--- src/rtl/unified_mem_arbiter.sv ---
// Arbitrates one single-port synchronous memory between the instruction-fetch and
// load/store ports of the core, one transaction in flight at a time.
`timescale 1ns/1ps
module unified_mem_arbiter #(
  parameter int LAT        = 1,
  parameter int D_PRIORITY = 1,
  parameter int CNT_W      = 16
) (
  input  logic             clk,
  input  logic             reset,
  input  logic             if_req,
  input  logic [31:0]      if_addr,
  output logic             if_gnt,
  output logic             if_rvalid,
  output logic [31:0]      if_rdata,
  input  logic             d_req,
  input  logic             d_we,
  input  logic [3:0]       d_be,
  input  logic [31:0]      d_addr,
  input  logic [31:0]      d_wdata,
  output logic             d_gnt,
  output logic             d_rvalid,
  output logic [31:0]      d_rdata,
  output logic             mem_en,
  output logic             mem_we,
  output logic [3:0]       mem_be,
  output logic [31:0]      mem_addr,
  output logic [31:0]      mem_wdata,
  input  logic [31:0]      mem_rdata,
  output logic             busy,
  output logic [CNT_W-1:0] conflict_cnt,
  output logic [1:0]       dbg_state    // 0 IDLE, 1 ACC, 2 WAIT, 3 RESP
);
  // Handshake: a port holds req until it sees a one-cycle gnt; one cycle-wide rvalid
  // later marks load data / store completion. Requests are only sampled in IDLE/RESP.
  typedef enum logic [1:0] {S_IDLE = 2'd0, S_ACC = 2'd1, S_WAIT = 2'd2, S_RESP = 2'd3} state_t;

  localparam logic [1:0]       W_LAT_M1 = 2'(LAT - 1);
  localparam logic [CNT_W-1:0] CNT_MAX  = {CNT_W{1'b1}};

  state_t           r_state, w_state_nx;
  logic [1:0]       r_wcnt, w_wcnt_nx;
  logic             r_last_d, w_last_d_nx;
  logic             r_owner_d, w_owner_d_nx;
  logic             r_owner_we, w_owner_we_nx;
  logic             r_if_gnt, w_if_gnt_nx;
  logic             r_d_gnt, w_d_gnt_nx;
  logic             r_if_rvalid, w_if_rvalid_nx;
  logic             r_d_rvalid, w_d_rvalid_nx;
  logic [31:0]      r_if_rdata, w_if_rdata_nx;
  logic [31:0]      r_d_rdata, w_d_rdata_nx;
  logic             r_mem_en, w_mem_en_nx;
  logic             r_mem_we, w_mem_we_nx;
  logic [3:0]       r_mem_be, w_mem_be_nx;
  logic [31:0]      r_mem_addr, w_mem_addr_nx;
  logic [31:0]      r_mem_wdata, w_mem_wdata_nx;
  logic             r_busy;
  logic [CNT_W-1:0] r_cnt, w_cnt_nx;

  logic w_arb, w_both, w_pick_d;

  assign w_arb  = (r_state == S_IDLE) || (r_state == S_RESP);
  assign w_both = if_req && d_req;
  // In a conflict the data port wins under fixed priority, else whoever did not go last.
  assign w_pick_d = d_req && (!if_req || (D_PRIORITY != 0) || !r_last_d);

  always_comb begin
    w_state_nx     = r_state;
    w_wcnt_nx      = r_wcnt;
    w_last_d_nx    = r_last_d;
    w_owner_d_nx   = r_owner_d;
    w_owner_we_nx  = r_owner_we;
    w_if_gnt_nx    = 1'b0;
    w_d_gnt_nx     = 1'b0;
    w_if_rvalid_nx = 1'b0;
    w_d_rvalid_nx  = 1'b0;
    w_if_rdata_nx  = r_if_rdata;
    w_d_rdata_nx   = r_d_rdata;
    w_mem_en_nx    = 1'b0;
    w_mem_we_nx    = 1'b0;
    w_mem_be_nx    = r_mem_be;
    w_mem_addr_nx  = r_mem_addr;
    w_mem_wdata_nx = r_mem_wdata;
    w_cnt_nx       = r_cnt;

    if (w_arb && w_both && (r_cnt != CNT_MAX)) begin
      w_cnt_nx = r_cnt + 1'b1;
    end

    case (r_state)
      S_IDLE, S_RESP: begin
        if (if_req || d_req) begin
          w_state_nx    = S_ACC;
          w_owner_d_nx  = w_pick_d;
          w_last_d_nx   = w_pick_d;
          w_mem_en_nx   = 1'b1;
          if (w_pick_d) begin
            w_d_gnt_nx     = 1'b1;
            w_owner_we_nx  = d_we;
            w_mem_we_nx    = d_we;
            w_mem_be_nx    = d_be;
            w_mem_addr_nx  = d_addr;
            w_mem_wdata_nx = d_wdata;
          end else begin
            w_if_gnt_nx    = 1'b1;
            w_owner_we_nx  = 1'b0;
            w_mem_be_nx    = 4'hF;
            w_mem_addr_nx  = if_addr;
          end
        end else begin
          w_state_nx = S_IDLE;
        end
      end
      S_ACC: begin
        w_state_nx = S_WAIT;
        w_wcnt_nx  = W_LAT_M1;
      end
      S_WAIT: begin
        if (r_wcnt == 2'd0) begin
          w_state_nx = S_RESP;
          if (r_owner_d) begin
            w_d_rvalid_nx = 1'b1;
            if (!r_owner_we) w_d_rdata_nx = mem_rdata;
          end else begin
            w_if_rvalid_nx = 1'b1;
            w_if_rdata_nx  = mem_rdata;
          end
        end else begin
          w_wcnt_nx = r_wcnt - 2'd1;
        end
      end
      default: w_state_nx = S_IDLE;
    endcase
  end

  always_ff @(posedge clk or posedge reset) begin
    if (reset) begin
      r_state     <= S_IDLE;
      r_wcnt      <= 2'd0;
      r_last_d    <= 1'b1;
      r_owner_d   <= 1'b0;
      r_owner_we  <= 1'b0;
      r_if_gnt    <= 1'b0;
      r_d_gnt     <= 1'b0;
      r_if_rvalid <= 1'b0;
      r_d_rvalid  <= 1'b0;
      r_if_rdata  <= 32'd0;
      r_d_rdata   <= 32'd0;
      r_mem_en    <= 1'b0;
      r_mem_we    <= 1'b0;
      r_mem_be    <= 4'd0;
      r_mem_addr  <= 32'd0;
      r_mem_wdata <= 32'd0;
      r_busy      <= 1'b0;
      r_cnt       <= '0;
    end else begin
      r_state     <= w_state_nx;
      r_wcnt      <= w_wcnt_nx;
      r_last_d    <= w_last_d_nx;
      r_owner_d   <= w_owner_d_nx;
      r_owner_we  <= w_owner_we_nx;
      r_if_gnt    <= w_if_gnt_nx;
      r_d_gnt     <= w_d_gnt_nx;
      r_if_rvalid <= w_if_rvalid_nx;
      r_d_rvalid  <= w_d_rvalid_nx;
      r_if_rdata  <= w_if_rdata_nx;
      r_d_rdata   <= w_d_rdata_nx;
      r_mem_en    <= w_mem_en_nx;
      r_mem_we    <= w_mem_we_nx;
      r_mem_be    <= w_mem_be_nx;
      r_mem_addr  <= w_mem_addr_nx;
      r_mem_wdata <= w_mem_wdata_nx;
      r_busy      <= (w_state_nx != S_IDLE);
      r_cnt       <= w_cnt_nx;
    end
  end

  assign if_gnt       = r_if_gnt;
  assign d_gnt        = r_d_gnt;
  assign if_rvalid    = r_if_rvalid;
  assign d_rvalid     = r_d_rvalid;
  assign if_rdata     = r_if_rdata;
  assign d_rdata      = r_d_rdata;
  assign mem_en       = r_mem_en;
  assign mem_we       = r_mem_we;
  assign mem_be       = r_mem_be;
  assign mem_addr     = r_mem_addr;
  assign mem_wdata    = r_mem_wdata;
  assign busy         = r_busy;
  assign conflict_cnt = r_cnt;
  assign dbg_state    = r_state;

endmodule

--- config.mk ---
export PLATFORM = sky130hd
export DESIGN_NAME = unified_mem_arbiter
export DESIGN_NICKNAME = d
export VERILOG_FILES = /design/src/rtl/unified_mem_arbiter.sv
export SDC_FILE = /design/constraint.sdc
export NUM_CORES = 1
export LEC_CHECK = 0
export ABC_AREA = 1
export CAP_MARGIN = 10
export CELL_PAD_IN_SITES_DETAIL_PLACEMENT = 0
export CELL_PAD_IN_SITES_GLOBAL_PLACEMENT = 1
export CORE_UTILIZATION = 27
export DETAILED_ROUTE_END_ITERATION = 8
export PLACE_DENSITY = 0.81
export REMOVE_ABC_BUFFERS = 1
export SLEW_MARGIN = 20
export SYNTH_ARGS = -nofsm -noshare
export SYNTH_HDL_FRONTEND = slang
export SYNTH_SLANG_ARGS = --single-unit
--- constraint.sdc ---
create_clock -name clk -period 5.2 [get_ports clk]
set_input_delay 1.04 -clock clk [delete_from_list [all_inputs] [get_ports clk]]
set_output_delay 1.04 -clock clk [all_outputs]
set_load 0.01 [all_outputs]
==> impl_metrics.env <==
export IMPL_overflow=0
export IMPL_drc=0
export IMPL_synth_compound_area_share_pct=10.7
export IMPL_report_power_total_mw=6.06
export IMPL_cts_hold_buf=0
export IMPL_timing_rr_end="mem_addr[6]"
export IMPL_arrival_ns=3.03
export IMPL_dp_slack_ns=2.07
export IMPL_place_gp_congestion=0.747
export IMPL_drtIter0Drc=282
export IMPL_cts_tree="yes"
export IMPL_core_area_mm2=0.0245
export IMPL_synthCells=783
export IMPL_vias_per_cell=4.19
export IMPL_grt_pass1_wl_mm=30.6
export IMPL_worst_pin_slew_ns=0.980
export IMPL_yosys_area_share_adder_pct=0.925
export IMPL_die_x_um=160
export IMPL_portBuffers=293
export IMPL_synth_seq_cells=161
export IMPL_layout_common_cells="nand2_1, clkdlybuf4s50_1, dfrtp_1"
export IMPL_hpwl_mm=13.3
export IMPL_hold_ws_ns=0.479
export IMPL_wl_mm=18.9
export IMPL_rsz0062_at_grt="no"
export IMPL_yosysWarnings=0
export IMPL_synthMuxAreaShare_pct=0
export IMPL_final_area_mm2=0.0106
export IMPL_endpoint_kind="register"
export IMPL_timing_rr_start="dbg_state[0]"
export IMPL_timing_fmax_ghz=0.361
export IMPL_drv_slew=0
export IMPL_die_area_mm2=0.0257
export IMPL_synth_top_family_by_area="simple AND/OR/NAND/NOR gates"
export IMPL_clock_sinks=161
export IMPL_register_area_mm2=0.00403
export IMPL_hp_class="register to register"
export IMPL_finalHoldViolCount=0
export IMPL_status="finished clean"
export IMPL_antenna_found_initial=0
export IMPL_clkLatencyLatePin_ns=0.42
export IMPL_num_fill_cells=2459
export IMPL_critPathMaxStageDelay_ns=0.74
export IMPL_setup_violations_final=0
export IMPL_synth_xor_area_share_pct=0.906
export IMPL_firstDrtPassIters=4
export IMPL_power_per_cell_area_mw_per_mm2=574
export IMPL_clock_skew_ns=0.0103
export IMPL_r2r_cells=7
export IMPL_final_common_cell="nand2_1"
export IMPL_clk_path_buf_depth=2
export IMPL_startpoint_type="register"
export IMPL_whs_path_depth=2
export IMPL_critical_path_class="register to register"
export IMPL_antenna_left=0
export IMPL_synthesis_area_mm2=0.00676
export IMPL_placementRows=57
export IMPL_p_leak_nw=4.93
export IMPL_crit_end="mem_addr[6]"
export IMPL_worstPathCellList="inv_1, ha_1, nand2_2, buf_4, nand2_2, inv_2, o21ai_0"
export IMPL_ys_types=28
export IMPL_cts_resized=0
export IMPL_cts_buffers=17
export IMPL_drive_gt1_share_pct=4.83
export IMPL_worst_slack_ns=2.43
export IMPL_diodes=0
export IMPL_nNetsFinal=1206
export IMPL_cts_setup_buffers=0
export IMPL_area_delta_synth_final_pct=56.0
export IMPL_vias=5865
export IMPL_htree_levels=4
export IMPL_slowest_stage="inv_2"
export IMPL_period_needed_ns=2.77
export IMPL_crit_start="dbg_state[0]"
export IMPL_die_h_um=160
export IMPL_cp_common_cell="nand2_2"
export IMPL_dp_cells=1369
export IMPL_fin_tns_setup_ns=0
export IMPL_r2r_slack_ns=2.43
export IMPL_grt_use_total_pct=15.0
export IMPL_drv_cap=0
export IMPL_syn_area_per_cell_um2=8.64
export IMPL_path_clk_slew_ns=0.07
export IMPL_multi_input_area_mm2=0.00223
export IMPL_io_pins=294
export IMPL_irDropWorstVdd_v=0.000386
export IMPL_maxSlewHeadroom_pct=34.6
export IMPL_grt_max_degree=101
export IMPL_cts_root_buf="clkbuf_16"
export IMPL_cp_max_fo=66
export IMPL_cp_required_ns=5.46
export IMPL_placed_cell_area_mm2=0.00995
export IMPL_wl_per_cell_um=13.5
export IMPL_initial_utilization_pct=27.7
export IMPL_final_core_util_pct=43.1
export IMPL_yosys_area_share_simple_pct=20.3
export IMPL_grt_pass1_vias=5788
export IMPL_stdcell_count=1401
export IMPL_ys_seq_area_share_pct=59.6
export IMPL_finalCritPeriodShare_pct=53.3
cells in the mapped netlist:
cell | n | area (um2)
a21oi_1 | 1 | 5.00
nor2_4 | 2 | 22.5
ha_1 | 5 | 62.6
nand4_1 | 4 | 25.0
buf_6 | 2 | 22.5
xnor2_1 | 6 | 52.6
nand3b_1 | 2 | 15.0
and2b_1 | 1 | 7.51
dfrtp_1 | 161 | 4030
nand2_4 | 1 | 11.3
nand3_1 | 7 | 35.0
xor2_1 | 1 | 8.76
buf_2 | 15 | 75.1
buf_1 | 1 | 3.75
nand2_2 | 4 | 25.0
nand4_2 | 1 | 12.5
inv_2 | 3 | 11.3
buf_12 | 1 | 20.0
o21a_1 | 1 | 7.51
o22a_1 | 4 | 35.0
o21ai_0 | 124 | 621
nor2_2 | 2 | 12.5
nor2_1 | 21 | 78.8
nand2_1 | 301 | 1130
inv_1 | 85 | 319
o22ai_1 | 1 | 6.26
clkbuf_1 | 16 | 60.1
o21ai_1 | 10 | 50.1
where the power goes:
part | internal [mW] | total, mW | leakage [nW] | switching (mW)
Combinational | 1.35 | 2.67 | 2.66 | 1.32
Clock | 0.645 | 1.24 | 0.290 | 0.598
Sequential | 1.83 | 2.15 | 1.99 | 0.313
Total | 3.83 | 6.06 | 4.93 | 2.23
per-layer routing:
metal / GRT usage, % / wire length (um) / vias up / share of wire [%]
li1: - / - / 2989 / -
met2: 24.4 / 8810 / 198 / 47
met5: 0 / 0 / - / 0
met4: 4.29 / 246 / 0 / 1.3
met3: 4.68 / 1360 / 17 / 7.2
met1: 19.1 / 8510 / 2661 / 45
critical path: cells and delay by family, from the launching register on:
| kind | cells | cell delay, ns |
|---|---|---|
| AOI/OAI and AO/OA | 1 | 0.24 |
| DFF | 1 | 0.39 |
| buffers and inverters | 3 | 1.21 |
| adders and majority gates | 1 | 0.37 |
| and+or+nand+nor | 2 | 0.34 |
flip-flops by register name, summed over array words and instances, names as in the netlist, 2 cells and up:
signal        cells
d_rdata          32
r_wcnt            2
conflict_cnt     16
mem_be            4
mem_addr         32
if_rdata         32
dbg_state         2
mem_wdata        32
cells by family after synthesis:
logic type                 after synthesis
and+or+nand+nor                        346
DFF                                    161
AOI/OAI and AO/OA                      141
buffers and inverters                  123
xor gates and xnor gates                 7
adders and majority gates                5
worst min-delay path by stage:
stage / slack (ns) / endpoint / from
2_1_floorplan: 0.42 / if_rvalid / r_owner_d
3_3_place_gp: 0.46 / if_rvalid / r_owner_d
3_5_place_dp: 0.46 / mem_wdata[1] / mem_wdata[1]
4_1_cts: 0.48 / if_rvalid / r_owner_d
5_1_grt: 0.49 / if_rvalid / r_owner_d
6_report: 0.48 / mem_wdata[1] / mem_wdata[1]
final cells by class:
cell class,instances,share of cell area (%)
multi-input combinational,499,21.1
inverter,88,3.18
sequential,161,38.2
clock inverter,15,1.59
clock buffer,17,4.03
timing repair buffer,297,28.0
tap,324,3.84
No activity file was read; power rests on OpenSTA's default activity.
